--- src/rtl/spi_slave_if.sv ---
// SPI slave front end for the single-port RAM: deserialises {cmd[1:0], byte} frames
// from MOSI and shifts the RAM read byte back out on MISO, one bit per clk edge.
module spi_slave_if #(
    parameter int unsigned DATA_W = 8
) (
    input  logic              clk,
    input  logic              rst_n,
    input  logic              SS_n,
    input  logic              MOSI,
    output logic              MISO,
    output logic [DATA_W+1:0] rx_data,
    output logic              rx_valid,
    input  logic [DATA_W-1:0] tx_data,
    input  logic              tx_valid
);

    localparam int unsigned RX_W       = DATA_W + 2;
    localparam int unsigned FRAME_BITS = DATA_W + 1;
    localparam int unsigned CNT_W      = $clog2(RX_W);
    localparam int unsigned TX_CNT_W   = $clog2(DATA_W + 1);

    typedef enum logic [2:0] {
        IDLE,
        CHK_CMD,
        WRITE,
        READ_ADD,
        READ_DATA
    } state_t;

    state_t               state;
    state_t               state_next;
    logic [CNT_W-1:0]     bit_cnt;
    logic [CNT_W-1:0]     bit_idx_c;
    logic                 shift_en_c;
    logic                 frame_last_c;
    logic                 tx_load_c;
    logic                 rd_addr_seen;
    logic [DATA_W-1:0]    tx_sr;
    logic [TX_CNT_W-1:0]  tx_cnt;
    logic                 tx_busy;
    logic                 tx_done;

    // State register
    always_ff @(posedge clk or negedge rst_n) begin
        if (!rst_n) begin
            state <= IDLE;
        end else begin
            state <= state_next;
        end
    end

    // Next-state decode and per-edge control strobes
    always_comb begin
        state_next   = state;
        shift_en_c   = 1'b0;
        frame_last_c = 1'b0;
        tx_load_c    = 1'b0;
        bit_idx_c    = CNT_W'(FRAME_BITS - 1) - bit_cnt;
        case (state)
            IDLE: begin
                state_next = CHK_CMD;
            end
            CHK_CMD: begin
                if (!MOSI) begin
                    state_next = WRITE;
                end else if (rd_addr_seen) begin
                    state_next = READ_DATA;
                end else begin
                    state_next = READ_ADD;
                end
            end
            WRITE, READ_ADD, READ_DATA: begin
                shift_en_c   = (bit_cnt != CNT_W'(FRAME_BITS));
                frame_last_c = (bit_cnt == CNT_W'(FRAME_BITS - 1));
                tx_load_c    = (state == READ_DATA) && (bit_cnt == CNT_W'(FRAME_BITS))
                               && tx_valid && !tx_busy && !tx_done;
            end
            default: begin
                state_next = IDLE;
            end
        endcase
        if (SS_n) begin
            state_next   = IDLE;
            shift_en_c   = 1'b0;
            frame_last_c = 1'b0;
            tx_load_c    = 1'b0;
        end
    end

    // Frame assembly, read-address flag and MISO serialiser
    always_ff @(posedge clk or negedge rst_n) begin
        if (!rst_n) begin
            rx_data      <= '0;
            rx_valid     <= 1'b0;
            MISO         <= 1'b0;
            bit_cnt      <= '0;
            rd_addr_seen <= 1'b0;
            tx_sr        <= '0;
            tx_cnt       <= '0;
            tx_busy      <= 1'b0;
            tx_done      <= 1'b0;
        end else begin
            rx_valid <= 1'b0;
            MISO     <= 1'b0;
            if (SS_n) begin
                bit_cnt <= '0;
                tx_sr   <= '0;
                tx_cnt  <= '0;
                tx_busy <= 1'b0;
                tx_done <= 1'b0;
            end else begin
                if (state == CHK_CMD) begin
                    rx_data[RX_W-1] <= MOSI;
                end
                if (shift_en_c) begin
                    rx_data[bit_idx_c] <= MOSI;
                    bit_cnt            <= bit_cnt + CNT_W'(1);
                    if (frame_last_c) begin
                        rx_valid <= 1'b1;
                        if (state == READ_ADD) begin
                            rd_addr_seen <= 1'b1;
                        end
                    end
                end
                if (tx_load_c) begin
                    tx_sr   <= tx_data;
                    tx_cnt  <= '0;
                    tx_busy <= 1'b1;
                end else if (tx_busy) begin
                    MISO   <= tx_sr[DATA_W-1];
                    tx_sr  <= {tx_sr[DATA_W-2:0], 1'b0};
                    tx_cnt <= tx_cnt + TX_CNT_W'(1);
                    if (tx_cnt == TX_CNT_W'(DATA_W - 1)) begin
                        tx_busy      <= 1'b0;
                        tx_done      <= 1'b1;
                        rd_addr_seen <= 1'b0;
                    end
                end
            end
        end
    end

endmodule

--- config.mk ---
export PLATFORM = sky130hd
export DESIGN_NAME = spi_slave_if
export DESIGN_NICKNAME = d
export VERILOG_FILES = /design/src/rtl/spi_slave_if.sv
export SDC_FILE = /design/constraint.sdc
export NUM_CORES = 1
export LEC_CHECK = 0
export BUFFER_PORTS_ARGS = -buffer_cell sky130_fd_sc_hd__buf_2
export CAP_MARGIN = 20
export CORE_MARGIN = 2
export CORE_UTILIZATION = 40
export CTS_CLUSTER_DIAMETER = 50
export DETAILED_ROUTE_END_ITERATION = 12
export PLACE_DENSITY = 0.68
export SKIP_LAST_GASP = 1
export SLEW_MARGIN = 0
export SYNTH_ARGS = -nofsm -noshare
export SYNTH_HDL_FRONTEND = slang
export SYNTH_SLANG_ARGS = --single-unit
--- constraint.sdc ---
create_clock -name clk -period 2.22 [get_ports clk]
set_input_delay 0.333 -clock clk [delete_from_list [all_inputs] [get_ports clk]]
set_output_delay 0.333 -clock clk [all_outputs]
set_load 0.01 [all_outputs]
==> qor.yml <==
worst_skew_pair.late_latency_ns: 0.29
die_y_um: 69.63
num-fill-cells: 376
io_buffer_count: 24
slew_headroom_pct: 50.57
min_period_over_period_pct: 91.20
postSynthCellCount: 160
ys_types: 47
start_util_pct: 42.16
grt_pass1_vias: 1355
grt_max_degree: 35
worstMarginPinSlew_ns: 0.7415
syn_area_sq_um: 1723
remaining_drc_errors: 0
diodes: 0
powerDensity_nw_per_um2: 709.2
ys.flop_type: "dfrtp_1"
clock.fmax_mhz: 493.9
wl_mm: 3.633
antenna_found_initial: 0
dr.pass1.iters: 4
fin_crit_ns: 2.025
hp-class: "input port to asynchronous set/reset pin"
via_per_inst: 5.572
vias: 1315
syn-num-nets: 179
io-pin-count: 25
regArea_sq_um: 850.8
crit_fanout: 8
cts_tree: "done"
grtUsageTotal_pct: 16.35
crit_slowest_cell: "or4_4"
path_cells: "inv_1 -> ha_1 -> nand3b_1 -> o21ai_2 -> or4_4 -> mux2_4"
async_flop_share_pct: 100.0
cp_top_family: "simple AND/OR/NAND/NOR gates"
final_max_slew_viol_count: 0
clk_path_buf_depth: 2
max_stage_delay_ns: 0.53
drtAntennaViolNets: 0
ys_seq_area_share_pct: 49.38
crit_arrival_ns: 2.20
clk_pin_slew_ns: 0.07
grt_pass1_wl_mm: 6.334
required_ns: 2.40
synth_edf_count: 0
clock_sinks: 34
drive_gt1_share_pct: 26.88
die_area_sq_um: 4848
ys_warn_count: 0
holdBufCountCts: 0
final_cells: 236
fin_nets: 204
die_w_um: 69.63
multiInputGateArea_sq_um: 829.5
skew_ns: 0.01151
worstSetupPathType: "register to register"
overflow: 0
cp-end-kind: "register"
area_delta_synth_final_pct: 15.18
cts_htree_levels: 2
root_buffer: "clkbuf_8"
coreArea_sq_um: 4086
place_hpwl_mm: 2.500
fp-row-count: 23
startpoint_type: "register"
drtIter0Drc: 64
cts_inserted_buffers: 5
rsz0062_at_grt: "no"
ys_seq_elements: 34
avgSynthCellArea_sq_um: 10.77
critPathBufInv: 1
hold_viol: 0
gp_congestion: 0.7965
outcome: "completed"
placedCellCount: 228
setup_viol: 0
ir_drop_mv: 0.3864
routedWlPerCell_um: 15.39
fin_setup_tns_ns: 0
maxCapViolCount: 0
p_leak_nw: 0.9358
## layout make-up
type	instances	share of cell area, %
Sequential cell	34	42.88
Timing Repair Buffer	25	6.431
Clock inverter	2	0.6305
Tap cell	50	3.153
Clock buffer	6	4.161
Multi-Input combinational cell	114	41.80
Inverter	5	0.9458
## cells in the mapped netlist (2+ instances only)
| library cell | count | area, sq um |
|---|---|---|
| dfrtp_1 | 34 | 850.8 |
| nand2_1 | 14 | 52.55 |
| o21ai_0 | 10 | 50.05 |
| mux2_2 | 9 | 101.4 |
| nand3_1 | 8 | 40.04 |
| a2bb2oi_1 | 7 | 61.31 |
| nor2_1 | 7 | 26.28 |
| ha_1 | 6 | 75.07 |
| inv_1 | 5 | 18.77 |
| a31oi_1 | 4 | 25.02 |
| clkbuf_1 | 4 | 15.01 |
| o21a_1 | 3 | 22.52 |
| xnor2_1 | 3 | 26.28 |
| a21oi_1 | 2 | 10.01 |
| and2_1 | 2 | 12.51 |
| and3_1 | 2 | 12.51 |
| buf_2 | 2 | 10.01 |
| mux2i_1 | 2 | 20.02 |
| nand2b_1 | 2 | 12.51 |
| nand3b_1 | 2 | 15.01 |
| nor3_1 | 2 | 10.01 |
| o211ai_1 | 2 | 15.01 |
| o31ai_1 | 2 | 15.01 |
| or2_2 | 2 | 12.51 |
| xor2_1 | 2 | 17.52 |
## stage by stage
| stage | setup WS (ns) | util, % | power [mW] | area [sq um] | hold slack [ns] |
|---|---|---|---|---|---|
| floorplan | 0.3204 | - | 0.8470 | 1723 | 0.03741 |
| global placement | 0.2606 | 46.11 | 0.9287 | 1884 | 0.4306 |
| detailed placement | 0.2027 | 46.11 | 0.9357 | 1884 | 0.4457 |
| CTS | 0.1803 | 48.44 | 1.419 | 1979 | 0.1210 |
| global route | 0.07323 | 48.56 | 1.486 | 1984 | 0.1551 |
| finish | 0.1953 | 48.56 | 1.407 | 1984 | 0.09855 |
## layout by cell type, fill, tap and decap left out, types with 3 or more instances in the layout
master     instances
a2bb2oi_1          7
a31oi_1            4
buf_2             24
clkbuf_8           6
dfrtp_1           34
ha_1               6
inv_1              5
mux2_2             9
nand2_1           14
nand3_1            8
nor2_1             7
o21a_1             3
o21ai_0           10
xnor2_1            3
## repair_timing
action,CTS,global route
resized for setup,0,1
endpoints found under the hold margin,0,0
buffers inserted,0,0
setup endpoints to repair,0,1
## worst paths after layout
check                           start         end  slack, ns  cells after the start
max                        bit_cnt[1]    register       0.20                      6
min                             rst_n   tx_cnt[3]        0.1                      1
max reg2reg                bit_cnt[1]    register       0.20                      6
min reg2reg                  register    register       0.51                      1
max in group asynchronous       rst_n  rx_data[9]       1.64                      1
min in group clk           tx_data[7]    tx_sr[7]       0.26                      3
## logic make-up (layout without fill, tap and decap cells)
kind of cell,count (synthesis),count (layout),synth area share (%)
compound gates,37,37,15.11
xor+xnor,5,5,2.542
fa+ha+maj,6,6,4.357
buf+inv,12,38,2.759
flops,34,34,49.38
mux,12,12,7.916
simple gates,54,54,17.94
## routing by layer
metal	up-vias	track usage, %	share of wire [%]	wire length (um)
li1	627	-	-	-
met1	654	20.15	44	1598
met5	-	0	0	0
met4	0	6.197	1.5	53
met2	27	26.39	49	1786
met3	7	5.814	5.4	196
## where the power goes
part	switching (mW)	internal [mW]	leakage, nW
logic	0.114	0.104	0.435
clock network	0.233	0.249	0.0472
registers	0.0387	0.669	0.453
total	0.386	1.02	0.936
Note: power is estimated with default switching activity, not from simulation.
